==> config.mk <==
export PLATFORM = sky130hd
export DESIGN_NAME = riscv_seq_divider
export DESIGN_NICKNAME = d
export VERILOG_FILES = /design/src/rtl/cpu_defs.sv /design/src/rtl/riscv_seq_divider.sv
export SDC_FILE = /design/constraint.sdc
export NUM_CORES = 1
export LEC_CHECK = 0
export CAP_MARGIN = 15
export CORE_MARGIN = 2
export CORE_UTILIZATION = 35
export DETAILED_ROUTE_END_ITERATION = 8
export MAX_ROUTING_LAYER = met4
export SETUP_SLACK_MARGIN = 0.1
export SYNTH_ARGS = -nofsm -noshare
export SYNTH_HDL_FRONTEND = slang
export SYNTH_SLANG_ARGS = --single-unit
==> constraint.sdc <==
create_clock -name i_clk -period 3.9 [get_ports i_clk]
set_clock_uncertainty 0.15 [all_clocks]
set_input_delay 0.39 -clock i_clk [delete_from_list [all_inputs] [get_ports i_clk]]
set_output_delay 0.39 -clock i_clk [all_outputs]
set_load 0.05 [all_outputs]
==> src/rtl/cpu_defs.sv <==
// Shared CPU definitions for the sequential divider: op codes, FSM states,
// and the mapping from ALU instruction indices to divider op codes.
package cpu_defs;

  typedef enum logic [1:0] {
    DIV_OP_DIV  = 2'd0,
    DIV_OP_DIVU = 2'd1,
    DIV_OP_REM  = 2'd2,
    DIV_OP_REMU = 2'd3
  } div_op_e;

  typedef enum logic [1:0] {
    IDLE = 2'd0,
    CALC = 2'd1,
    FIX  = 2'd2
  } div_state_e;

  // ALU instruction indices 14..17 map in order onto DIV, DIVU, REM, REMU.
  localparam logic [4:0] ALU_IDX_DIV  = 5'd14;
  localparam logic [4:0] ALU_IDX_DIVU = 5'd15;
  localparam logic [4:0] ALU_IDX_REM  = 5'd16;
  localparam logic [4:0] ALU_IDX_REMU = 5'd17;

  function automatic div_op_e alu_idx_to_div_op(input logic [4:0] idx);
    logic [4:0] rel;
    rel = idx - ALU_IDX_DIV;
    return div_op_e'(rel[1:0]);
  endfunction

  function automatic logic is_signed_op(input logic [1:0] op);
    return ~op[0];
  endfunction

  function automatic logic is_rem_op(input logic [1:0] op);
    return op[1];
  endfunction

endpackage

==> src/rtl/riscv_seq_divider.sv <==
// Radix-2 restoring divider for RV32M DIV/DIVU/REM/REMU with a start/done
// handshake and fixed latency; divide-by-zero and signed overflow finish early.
module riscv_seq_divider
  import cpu_defs::*;
#(
  parameter int WIDTH = 32
) (
  input  logic             i_clk,
  input  logic             i_rst,
  input  logic             i_start,
  input  logic [1:0]       i_op,
  input  logic [WIDTH-1:0] i_dividend,
  input  logic [WIDTH-1:0] i_divisor,
  output logic             o_busy,
  output logic             o_done,
  output logic [WIDTH-1:0] o_result
);

  localparam int CNT_W = $clog2(WIDTH) + 1;
  localparam logic [CNT_W-1:0] CNT_LAST = CNT_W'(WIDTH - 1);
  localparam logic [WIDTH-1:0] MIN_NEG  = {1'b1, {(WIDTH-1){1'b0}}};

  div_state_e       state_q;
  div_op_e          op_q;
  logic             sa_q, sb_q;
  logic [WIDTH-1:0] divisor_q, rem_q, quo_q, result_q;
  logic [CNT_W-1:0] cnt_q, cnt_d;
  logic             busy_q, done_q;

  logic             signed_req, a_neg, b_neg, div_zero, sgn_ovf;
  logic [WIDTH-1:0] abs_a, abs_b;
  logic [WIDTH:0]   rem_shift, trial;
  logic [WIDTH-1:0] rem_d, quo_d, quo_fix, rem_fix;

  // Request decode: operand magnitudes and early-exit detection.
  always_comb begin
    signed_req = is_signed_op(i_op);
    a_neg      = signed_req & i_dividend[WIDTH-1];
    b_neg      = signed_req & i_divisor[WIDTH-1];
    abs_a      = a_neg ? -i_dividend : i_dividend;
    abs_b      = b_neg ? -i_divisor  : i_divisor;
    div_zero   = (i_divisor == '0);
    sgn_ovf    = signed_req && (i_dividend == MIN_NEG) && (i_divisor == '1);
  end

  // One restoring step; trial carries an extra bit so its sign is the borrow.
  always_comb begin
    rem_shift = {rem_q, quo_q[WIDTH-1]};
    trial     = rem_shift - {1'b0, divisor_q};
    cnt_d     = cnt_q + CNT_W'(1);
    if (!trial[WIDTH]) begin
      rem_d = trial[WIDTH-1:0];
      quo_d = {quo_q[WIDTH-2:0], 1'b1};
    end else begin
      rem_d = rem_shift[WIDTH-1:0];
      quo_d = {quo_q[WIDTH-2:0], 1'b0};
    end
  end

  always_comb begin
    quo_fix = (is_signed_op(op_q) && (sa_q != sb_q)) ? -quo_q : quo_q;
    rem_fix = (is_signed_op(op_q) && sa_q) ? -rem_q : rem_q;
  end

  always_ff @(posedge i_clk) begin
    if (i_rst) begin
      state_q   <= IDLE;
      op_q      <= DIV_OP_DIV;
      sa_q      <= 1'b0;
      sb_q      <= 1'b0;
      divisor_q <= '0;
      rem_q     <= '0;
      quo_q     <= '0;
      cnt_q     <= '0;
      result_q  <= '0;
      busy_q    <= 1'b0;
      done_q    <= 1'b0;
    end else begin
      done_q <= 1'b0;
      case (state_q)
        IDLE: begin
          if (i_start) begin
            op_q      <= div_op_e'(i_op);
            sa_q      <= a_neg;
            sb_q      <= b_neg;
            divisor_q <= abs_b;
            quo_q     <= abs_a;
            rem_q     <= '0;
            cnt_q     <= '0;
            if (div_zero) begin
              result_q <= is_rem_op(i_op) ? i_dividend : '1;
              done_q   <= 1'b1;
            end else if (sgn_ovf) begin
              result_q <= is_rem_op(i_op) ? '0 : MIN_NEG;
              done_q   <= 1'b1;
            end else begin
              state_q <= CALC;
              busy_q  <= 1'b1;
            end
          end
        end
        CALC: begin
          rem_q <= rem_d;
          quo_q <= quo_d;
          cnt_q <= cnt_d;
          if (cnt_q == CNT_LAST) state_q <= FIX;
        end
        FIX: begin
          result_q <= is_rem_op(op_q) ? rem_fix : quo_fix;
          done_q   <= 1'b1;
          busy_q   <= 1'b0;
          state_q  <= IDLE;
        end
        default: state_q <= IDLE;
      endcase
    end
  end

  assign o_busy   = busy_q;
  assign o_done   = done_q;
  assign o_result = result_q;

endmodule

==> metrics.csv <==
stage,metric,value,unit
status,run_status,"finished, final reports clean",
synthesis,share_of_the_synthesized_netlist_area_taken_by_xor_and_xnor_gates,0.123,
routing,route.vias.total,10400,
routing,drt-initial-drc-count,770,
power_and_ir_drop,seq_power_share,0.339,
clock_network,cts_hold_repair.buffers,0,
routing,route.final.wire_length,33.7,mm
finish,area_growth_syn_to_layout,22.8,%
power_and_ir_drop,power.net_switching,0.00148,W
global_route,track_usage,0.222,
power_and_ir_drop,power.internal,0.00333,W
critical_path,critical_path_cell_count,15,
critical_path,critical_path_arrival,3610,ps
critical_path,timing.critical_path.to_type,register,
critical_path,worst-path-buf-inv,4,
timing,period_share,0.891,
synthesis,area_fraction_in_compound_gates_after_synthesis,0.275,
timing,maxSlewHeadroom,0.264,
timing,slew_violations,0,
floorplanning,die_width,177,um
critical_path,worstReg2RegEnd,rem_q[12]$_SDFFE_PP0P_,
clock_network,cts_h_tree_depth,4,
timing,setup_viol,0,
power_and_ir_drop,p_per_area,376,nW/um^2
global_route,largest_net_degree_at_the_start_of_global_routing,64,
critical_path,r2r-start,quo_q[31]$_SDFFE_PP0P_,
synthesis,synth_adder_area_share,0.0475,
synthesis,synth-simple-area-share,0.203,
clock_network,clock_latency,430,ps
power_and_ir_drop,pwr-share-comb,0.257,
finish,fraction_of_layout_instances_using_a_drive_strength_above_1,0.0789,
routing,final_antenna_net_count,0,
synthesis,syn_avg_cell_area,7.53,um^2
critical_path,critical-path-top-delay-family,compound AO/OA/AOI/OAI gates,
synthesis,synth_cells,1387,
critical_path,worst_setup_path_start_kind,register,
critical_path,end_point_of_the_critical_path,rem_q[12]$_SDFFE_PP0P_,
synthesis,ys_seq_area_frac,0.272,
synthesis,ys_warn_count,0,
critical_path,critical_path.most_common_cell,buf_4,
placed_design,place.port_buffers,102,
critical_path,critical_path.cell_chain,inv_1 -> ha_1 -> fa_1 -> nand2b_1 -> a21oi_1 -> o221ai_1 -> o211ai_1 -> buf_4 -> a31oi_1 -> o21ai_1 -> buf_4 -> xor2_4 -> buf_12 -> mux2i_1 -> o21ai_0,
synthesis,ys_types,70,
timing,setup_total_negative_slack,0,ps
synthesis,post_synth_edffs,0,
finish,final-seq-area,2840,um^2
power_and_ir_drop,pwr-share-clk,0.404,
placed_design,place.gp.congestion,0.956,
synthesis,dominant_synthesized_flop_cell,dfxtp_1,
clock_network,ctsRootBufferMaster,clkbuf_16,
finish,most-common-layout-cells,"nand2_1 (154), dfxtp_1 (142), nor2_1 (128)",
synthesis,net_count_of_the_mapped_netlist,1495,
clock_network,clk_pin_slew,60,ps
routing,drt_pass_1_iters,6,
global_route,first_global_vias,9952,
synthesis,synth_area,10400,um^2
floorplanning,num_rows,63,
timing,max_clock_freq,288,MHz
clock_network,post-cts-setup-buffers,0,
critical_path,worst-endpoint-required,4030,ps
clock_network,tritoncts,yes,
critical_path,cp_slowest_stage_delay,410,ps
routing,wl_per_cell,17.9,um
floorplanning,die_h,177,um
finish,insertedDiodeCount,0,
critical_path,crit_type,register to register,
floorplanning,floorplan.die_area,31200,um^2
global_route,overflow,0,
critical_path,timing.critical_path.fanout_max,27,
min_path,holdCritPathClass,primary input to register,
clock_network,clock_sink_count,142,
clock_network,ctsResizeCount,0,
placed_design,post_dp_hpwl,25.1,mm
clock_network,clock_path_buffers,2,
critical_path,worst-r2r-setup-slack,420,ps
synthesis,largest_family_of_logic_cells_by_synthesized_area,compound AO/OA/AOI/OAI gates,
timing,finalWorstPathRequiredPeriod,3480,ps
floorplanning,io-pin-count,103,
floorplanning,starting_density,0.354,
finish,multiInputGateArea,7070,um^2
power_and_ir_drop,leakagePower,4.78,nW
routing,drc,0,
finish,layout_commonest_cell,nand2_1,
power_and_ir_drop,ir_drop,298,uV
critical_path,timing.critical_path.from,quo_q[31]$_SDFFE_PP0P_,
job,cap_viol_max_count,0,
finish,fin_util,0.435,
clock_network,cts_buffers,17,
timing,number_of_hold_violations_in_the_final_report,0,
global_route,grt_pass1_wl,53.5,mm
finish,final_net_count,1591,
synthesis,synth_mux_area_frac,0.0249,
critical_path,timing.critical_path.slowest_stage_cell,fa_1,
global_route,grt_antenna_before_repair,0,
power_and_ir_drop,p_sw_frac,0.308,
timing,worstMarginPinSlew,1100,ps
finish,nFillCells,2964,
timing,rsz0062_at_grt,yes,
floorplanning,core_area,29500,um^2
critical_path,reg2reg_depth,15,
synthesis,async_reset_ff_frac,0,
routing,drt-vias-per-instance,5.53,
synthesis,synth_register_bits,142,
==> power by group through the flow <==
stage	Combinational [W]	Sequential (W)	Clock, W
2_1_floorplan	0.000789	0.00168	0
3_3_place_gp	0.00121	0.00166	0
3_5_place_dp	0.00122	0.00166	0
4_1_cts	0.00123	0.00163	0.00198
5_1_grt	0.00136	0.00164	0.00205
6_report	0.00124	0.00163	0.00195
==> worst min path at each step <==
stage	cells past startpoint	startpoint	endpoint	slack, ps
finish	2	i_rst	cnt_q[5]$_SDFFE_PP0P_	300
global route	2	i_rst	cnt_q[5]$_SDFFE_PP0P_	320
CTS	2	i_rst	cnt_q[0]$_SDFFE_PP0P_	300
detailed placement	2	o_result[14]$_SDFFE_PP0P_	o_result[14]$_SDFFE_PP0P_	300
global placement	2	divisor_q[22]$_SDFFE_PP0P_	divisor_q[22]$_SDFFE_PP0P_	290
floorplan	2	divisor_q[22]$_SDFFE_PP0P_	divisor_q[22]$_SDFFE_PP0P_	280
==> sequential cells by signal, summed over array words and instances, names as in the netlist, 2 cells and up <==
signal and flops:
rem_q 32, o_result 32, cnt_q 6, divisor_q 32
quo_q 32, op_q 2, state_q 2
==> synthesized netlist by cell type, drive strengths merged, types with 4 or more instances <==
cell	n	area [um^2]
o31ai	21	158
nor2b	10	62.6
nand3	16	80.1
or2	4	25.0
a2bb2oi	4	35.0
or3	10	62.6
a22o	4	35.0
o211ai	16	120
xor2	57	499
o21ai	104	521
ha	38	475
a221oi	9	104
a311oi	5	43.8
o221ai	4	35.0
nand2b	19	119
xnor2	90	788
clkbuf	73	275
mux2i	26	260
and2	6	37.5
o21bai	5	37.5
buf	12	60.1
a21o	16	120
nand2	155	584
a22oi	33	248
nand4	14	87.6
a211oi	47	353
nor3	29	145
inv	61	229
a31oi	22	138
or4	11	93.8
o41ai	13	121
dfxtp	142	2840
and3	8	50.1
a21oi	123	619
nor4	15	121
nor2	130	488
==> layer usage <==
| layer | part of all wire | vias up | GRT usage |
|---|---|---|---|
| met1 | 0.47 | 4845 | 0.302 |
| met3 | 0.059 | 51 | 0.0309 |
| met5 | 0 | - | - |
| met4 | 0.023 | 0 | 0.0727 |
| met2 | 0.44 | 349 | 0.339 |
| li1 | - | 5188 | - |
==> cell type report <==
cell class	count	share of cell area
Multi-Input combinational cell	1099	0.552
Sequential cell	142	0.222
Timing Repair Buffer	162	0.116
Tap cell	390	0.0381
Clock buffer	22	0.0362
Clock inverter	10	0.0182
Inverter	61	0.0179
==> cells by family (layout without fill, tap and decap cells) <==
logic type                 after synthesis  after routing
adders and majority gates               39             39
AOI/OAI and AO/OA                      447            447
and+or+nand+nor                        440            440
DFF                                    142            142
xor gates and xnor gates               147            147
muxes                                   26             26
buffers and inverters                  146            255
==> stage by stage <==
step | hold slack [ps] | area, um^2 | instances | total power [W] | worst slack, ps
after detailed placement | 298 | 12100 | 1853 | 0.00288 | 45.9
after floorplan | 282 | 10400 | 1387 | 0.00247 | 585
after CTS | 301 | 12800 | 1885 | 0.00484 | 284
after global placement | 292 | 12100 | 1853 | 0.00287 | 129
final | 301 | 12800 | 1886 | 0.00482 | 424
after global routing | 324 | 12800 | 1886 | 0.00505 | 60.8
No activity file was read; power rests on OpenSTA's default activity.
